$ cat config.mk
export PLATFORM = sky130hd
export DESIGN_NAME = clock_set_ctrl
export DESIGN_NICKNAME = d
export VERILOG_FILES = /design/src/rtl/clock_set_pkg.sv /design/src/rtl/clock_set_tick_gen.sv /design/src/rtl/clock_set_ctrl.sv
export SDC_FILE = /design/constraint.sdc
export NUM_CORES = 1
export LEC_CHECK = 0
export CORE_UTILIZATION = 50
export DETAILED_ROUTE_END_ITERATION = 6
export PLACE_DENSITY = 0.82
export SYNTH_ARGS = -nofsm -noshare
export SYNTH_HDL_FRONTEND = slang
export SYNTH_SLANG_ARGS = --single-unit
$ cat constraint.sdc
create_clock -name clk -period 4.35 [get_ports clk]
set_clock_uncertainty 0.05 [all_clocks]
set_input_delay 1.305 -clock clk [delete_from_list [all_inputs] [get_ports clk]]
set_output_delay 1.305 -clock clk [all_outputs]
set_load 0.02 [all_outputs]
$ cat src/rtl/clock_set_pkg.sv
// clock_set_pkg: states, limits, reset shadow and BCD step/validity helpers for clock_set_ctrl
package clock_set_pkg;
  typedef enum logic [1:0] {RUN, SET_HR, SET_MIN, LOAD} state_t;
  localparam int HOUR_MIN = 1;
  localparam int HOUR_MAX = 12;
  localparam int MIN_MAX = 59;
  localparam logic [7:0] RST_HOUR = 8'h12;
  localparam logic [7:0] RST_MIN = 8'h00;
  localparam logic RST_AM = 1'b1;
  function automatic logic [7:0] bcd2bin(input logic [7:0] bcd);
    return 8'(bcd[7:4]) * 8'd10 + 8'(bcd[3:0]);
  endfunction
  function automatic logic [7:0] bin2bcd(input logic [7:0] b);
    return {4'(b / 8'd10), 4'(b % 8'd10)};
  endfunction
  function automatic logic hour_ok(input logic [7:0] hr);
    return hr[3:0] <= 4'd9 && bcd2bin(hr) >= 8'(HOUR_MIN) && bcd2bin(hr) <= 8'(HOUR_MAX);
  endfunction
  function automatic logic min_ok(input logic [7:0] mn);
    return mn[3:0] <= 4'd9 && bcd2bin(mn) <= 8'(MIN_MAX);
  endfunction
  // 12 wraps to 1; 11 -> 12 flips the AM/PM flag
  function automatic logic [8:0] hour_inc(input logic [7:0] hr, input logic am);
    return {am ^ (bcd2bin(hr) == 8'(HOUR_MAX - 1)),
            bin2bcd((bcd2bin(hr) >= 8'(HOUR_MAX) || bcd2bin(hr) < 8'(HOUR_MIN)) ? 8'(HOUR_MIN) : bcd2bin(hr) + 8'd1)};
  endfunction
  // 59 wraps to 00 with no carry into the hour
  function automatic logic [7:0] min_inc(input logic [7:0] mn);
    return bin2bcd(bcd2bin(mn) >= 8'(MIN_MAX) ? 8'd0 : bcd2bin(mn) + 8'd1);
  endfunction
endpackage

$ cat src/rtl/clock_set_tick_gen.sv
// clock_set_tick_gen: blink-phase divider and (with CLOCK_SET_TIMEOUT_EN) 1 Hz seconds divider
module clock_set_tick_gen #(
  parameter int CLK_FREQ = 50_000_000,
  parameter int BLINK_HZ = 2
) (
  input  logic clk,
  input  logic rst,
  input  logic blink_clr,
  output logic blink_tick
`ifdef CLOCK_SET_TIMEOUT_EN
  ,
  input  logic sec_clr,
  output logic sec_tick
`endif
);
  localparam int BLINK_DIV = (CLK_FREQ / (2 * BLINK_HZ)) > 1 ? CLK_FREQ / (2 * BLINK_HZ) : 1;
  localparam int BW = $clog2(BLINK_DIV + 1);
  logic [BW-1:0] bcnt;
  assign blink_tick = bcnt == BW'(BLINK_DIV - 1);
  // blink divider restarts whenever the phase is forced so the first half-period is full length
  always_ff @(posedge clk)
    bcnt <= (rst || blink_clr || blink_tick) ? '0 : bcnt + BW'(1);
`ifdef CLOCK_SET_TIMEOUT_EN
  localparam int SEC_DIV = CLK_FREQ > 1 ? CLK_FREQ : 1;
  localparam int SW = $clog2(SEC_DIV + 1);
  logic [SW-1:0] scnt;
  assign sec_tick = scnt == SW'(SEC_DIV - 1);
  // seconds divider restarts on every button press and state entry
  always_ff @(posedge clk)
    scnt <= (rst || sec_clr || sec_tick) ? '0 : scnt + SW'(1);
`endif
endmodule

$ cat src/rtl/clock_set_ctrl.sv
// clock_set_ctrl: button-driven time-setting FSM for the 12-hour BCD clock; optional edit timeout via CLOCK_SET_TIMEOUT_EN
module clock_set_ctrl
  import clock_set_pkg::*;
#(
  parameter int CLK_FREQ = 50_000_000,
  parameter int BLINK_HZ = 2,
  parameter int TIMEOUT_S = 10
) (
  input  logic       clk,
  input  logic       rst,
  input  logic       btn_mode,
  input  logic       btn_inc,
  input  logic [3:0] cur_hour_tens,
  input  logic [3:0] cur_hour_units,
  input  logic [3:0] cur_min_tens,
  input  logic [3:0] cur_min_units,
  input  logic       cur_is_am,
  output logic       run_en,
  output logic       load_valid,
  input  logic       load_ready,
  output logic [3:0] set_hour_tens,
  output logic [3:0] set_hour_units,
  output logic [3:0] set_min_tens,
  output logic [3:0] set_min_units,
  output logic       set_is_am,
  output logic       blink_hour,
  output logic       blink_min,
  output logic       busy
);
  state_t state;
  logic [7:0] hr, mn;
  logic am, phase, ph_n, edit, blink_tick, timeout;
  assign edit = state == SET_HR || state == SET_MIN;
  assign ph_n = blink_tick ? ~phase : phase;
  assign {set_hour_tens, set_hour_units} = hr;
  assign {set_min_tens, set_min_units} = mn;
  assign set_is_am = am;
`ifdef CLOCK_SET_TIMEOUT_EN
  localparam int TW = $clog2(TIMEOUT_S + 1);
  logic sec_tick, sec_clr;
  logic [TW-1:0] to_cnt;
  assign sec_clr = btn_mode | btn_inc | ~edit;
  assign timeout = sec_tick && to_cnt == TW'(TIMEOUT_S - 1);
  // idle seconds spent in an edit state
  always_ff @(posedge clk)
    to_cnt <= (rst || sec_clr) ? '0 : sec_tick ? to_cnt + TW'(1) : to_cnt;
  clock_set_tick_gen #(.CLK_FREQ(CLK_FREQ), .BLINK_HZ(BLINK_HZ)) u_tick (
    .clk(clk), .rst(rst), .blink_clr(btn_mode | btn_inc), .blink_tick(blink_tick),
    .sec_clr(sec_clr), .sec_tick(sec_tick));
`else
  assign timeout = 1'b0;
  clock_set_tick_gen #(.CLK_FREQ(CLK_FREQ), .BLINK_HZ(BLINK_HZ)) u_tick (
    .clk(clk), .rst(rst), .blink_clr(btn_mode | btn_inc), .blink_tick(blink_tick));
`endif
  // edit FSM; mode beats inc, buttons are ignored in LOAD, timeout abandons the edit without loading
  always_ff @(posedge clk) begin
    if (rst) begin
      state <= RUN;
      run_en <= 1'b1;
      load_valid <= 1'b0;
      busy <= 1'b0;
      blink_hour <= 1'b0;
      blink_min <= 1'b0;
      phase <= 1'b0;
      hr <= RST_HOUR;
      mn <= RST_MIN;
      am <= RST_AM;
    end else begin
      case (state)
        RUN: if (btn_mode) begin
          state <= SET_HR;
          run_en <= 1'b0;
          busy <= 1'b1;
          phase <= 1'b1;
          blink_hour <= 1'b1;
          hr <= hour_ok({cur_hour_tens, cur_hour_units}) ? {cur_hour_tens, cur_hour_units} : RST_HOUR;
          mn <= min_ok({cur_min_tens, cur_min_units}) ? {cur_min_tens, cur_min_units} : RST_MIN;
          am <= cur_is_am;
        end
        SET_HR: if (btn_mode) begin
          state <= SET_MIN;
          phase <= 1'b1;
          blink_hour <= 1'b0;
          blink_min <= 1'b1;
        end else if (btn_inc) begin
          {am, hr} <= hour_inc(hr, am);
          phase <= 1'b1;
          blink_hour <= 1'b1;
        end else if (timeout) begin
          state <= RUN;
          run_en <= 1'b1;
          busy <= 1'b0;
          blink_hour <= 1'b0;
        end else begin
          phase <= ph_n;
          blink_hour <= ph_n;
        end
        SET_MIN: if (btn_mode) begin
          state <= LOAD;
          load_valid <= 1'b1;
          blink_min <= 1'b0;
        end else if (btn_inc) begin
          mn <= min_inc(mn);
          phase <= 1'b1;
          blink_min <= 1'b1;
        end else if (timeout) begin
          state <= RUN;
          run_en <= 1'b1;
          busy <= 1'b0;
          blink_min <= 1'b0;
        end else begin
          phase <= ph_n;
          blink_min <= ph_n;
        end
        LOAD: if (load_ready) begin
          state <= RUN;
          load_valid <= 1'b0;
          run_en <= 1'b1;
          busy <= 1'b0;
        end
      endcase
    end
  end
endmodule

==> out/qor.yml <==
async_reset_ff_share_pct: 0
multiInputGateArea_um2: 2970
synth_flop_cell: "dfxtp_1"
arrival_ns: 4.46
area_growth_pct: 18.2
nets: 634
yosysWarnings: 0
cts_setup_buffers: 0
synth-compound-area-share_pct: 22.8
grt_overflow: 0
drc: 0
row_count: 32
wl_per_cell_um: 15.7
io_buffers: 43
fin_crit_ns: 4.32
maxCapViolCount: 0
postSynthCellCount: 521
die_area_um2: 8590
min_path_type: "flop to flop"
r2r_slack_ns: 0.48
layout_commonest_cell: "nor2_1"
syn_area_per_cell_um2: 7.90
drv_slew: 0
syn_nets: 589
crit_type: "input pin to flop"
synth_seq_cells: 49
root_buffer: "clkbuf_8"
yosys.cell_types.count: 73
synthAdderAreaFrac_pct: 15.7
total_power_w: 0.00324
required_ns: 4.50
setup_violations: 0
final_cell_mix: "nor2_1 (68), dfxtp_1 (49), clkdlybuf4s50_1 (41)"
hold_buffers: 0
crit_fanout: 5
ios: 44
grt_max_degree: 25
powerDensity_nw_per_um2: 667
fillCellCount: 686
synth_mux_area_share_pct: 1.31
status: "finished clean"
cts-buffers-inserted: 5
end_kind: "flop"
fmax_mhz: 232
clk_pin_slew_ns: 0.09
synth_top_family_by_area: "simple AND/OR/NAND/NOR gates"
met3_usage_pct: 2.87
route.vias.total: 4017
period_share_pct: 99.3
dp.final_hpwl_um: 7980
cts_tree: "built"
fin_util_pct: 62.0
cts_sinks: 49
grt_pass1_vias: 3939
hold_violations: 0
seq_area_um2: 981
fin_hold_ws_ns: 0.424
gr-usage-met2_pct: 44.9
place.gp.congestion: 0.918
synth_edf_count: 0
chipWidth_um: 92.7
dr.pass1.iters: 5
drt_iter0_markers: 202
cts-resized-gates: 0
synthXorXnorAreaFrac_pct: 7.88
antenna_cells: 0
p_leak_nw: 1.85
peakVddDrop_mv: 0.385
clk_latency_ns: 0.30
grt_pass1_wl_um: 17500
gr-usage-all-layers_pct: 24.8
drt_wl_total_um: 10500
synth-simple-area-share_pct: 23.7
drive_gt1_share_pct: 8.11
use_met1_pct: 30.6
tightest_slew_ns: 0.825
die_h_um: 92.7
ant_nets: 0
relSlewSlack_pct: 44.8
ys_seq_area_share_pct: 23.8
initial_core_util_pct: 52.4
coreArea_um2: 7850
drt-vias-per-instance: 6.00
busiest_layer: "met2"
antenna_found_initial: 0
crit_path_start_kind: "input pin"
syn_area_um2: 4110
cts_max_level: 2
clock_path_buffers: 2
-- report_power, final --
part           total [W]  internal, W  switching [W]
logic            0.00228     0.000915        0.00136
registers       0.000628     0.000534      0.0000933
clock network   0.000341     0.000187       0.000154
-- routing by layer --
layer / wire, µm / vias up / part of all wire (%)
met4: 193 / 0 / 1.8
met5: 0 / - / 0
met2: 5350 / 117 / 51
li1: - / 1973 / -
met1: 4550 / 1906 / 43
met3: 379 / 21 / 3.6
-- area by class of cell --
class	count	area share (%)
flip-flops and latches	49	20.2
inverters	28	2.16
clock inverters	2	0.772
repair buffers	60	11.6
multi-input cells	422	61.0
well taps	102	2.62
clock buffers	6	1.70
-- final timing paths --
check                             from  depth (start not counted)                   endpoint
min          u_tick.bcnt[0]$_SDFF_PP0_                          1  u_tick.bcnt[0]$_SDFF_PP0_
max                    cur_min_tens[0]                         12         mn[1]$_SDFFE_PP0P_
min reg2reg  u_tick.bcnt[0]$_SDFF_PP0_                          1  u_tick.bcnt[0]$_SDFF_PP0_
max reg2reg         hr[7]$_SDFFE_PP0P_                         14         hr[2]$_SDFFE_PP0P_
-- worst max-delay path, cell delays in order --
cell and delay [ns]:
clkdlybuf4s50_1 0.50, ha_1 0.26, ha_2 0.19, fa_1 0.59, nand2_1 0.10, or4b_2 0.61
o21ai_0 0.11, a22o_1 0.24, nor4b_4 0.09, a21oi_1 0.17, nor2_1 0.06, a211o_1 0.23
-- state kept, by name, indices dropped and copies added, names as in the netlist --
register,flops
load_valid,1
busy,1
blink_hour,1
blink_min,1
phase,1
state,2
mn,8
u_tick.bcnt,24
run_en,1
hr,8
set_is_am,1
-- through the flow --
| stage | TNS [ns] | cell area, µm² | worst slack (ns) | instances |
|---|---|---|---|---|
| 5_1_grt | -0.188 | 4860 | -0.0656 | 669 |
| 3_3_place_gp | -0.290 | 4710 | -0.0908 | 661 |
| 6_report | 0 | 4860 | 0.0318 | 669 |
| 2_1_floorplan | 0 | 4110 | 0.452 | 521 |
| 3_5_place_dp | -1.21 | 4710 | -0.208 | 661 |
| 4_1_cts | 0 | 4830 | 0.105 | 669 |
-- synth_stat cells, types with 3 or more instances --
cell type,count,area [µm²]
a22oi_1,3,22.5
a21oi_1,38,190
nor3_1,23,115
o22ai_1,3,18.8
and3_1,7,43.8
nand3b_1,3,22.5
inv_1,28,105
or4_1,3,22.5
nor4_1,4,25.0
o21ai_0,18,90.1
fa_1,8,160
mux2_2,3,33.8
xnor2_1,21,184
nor2_1,68,255
a221oi_1,4,35.0
dfxtp_1,49,981
ha_1,38,475
o21ai_1,4,20.0
a31oi_1,7,43.8
nand4_1,4,25.0
nor2b_1,7,43.8
clkbuf_1,17,63.8
xor2_1,16,140
nand2_1,34,128
a21o_1,8,60.1
a2bb2oi_1,4,35.0
nand2b_1,6,37.5
a211o_1,3,26.3
o211ai_1,3,22.5
nand3_1,26,130
a211oi_1,7,52.6
-- cell families (layout without fill, tap and decap cells) --
logic type / after synthesis / in the layout
AOI/OAI and AO/OA: 134 / 134
xor gates and xnor gates: 37 / 37
adders and majority gates: 47 / 47
buffers and inverters: 50 / 96
DFF: 49 / 49
muxes: 5 / 5
and+or+nand+nor: 199 / 199
Power figures use the tool's default switching activity.
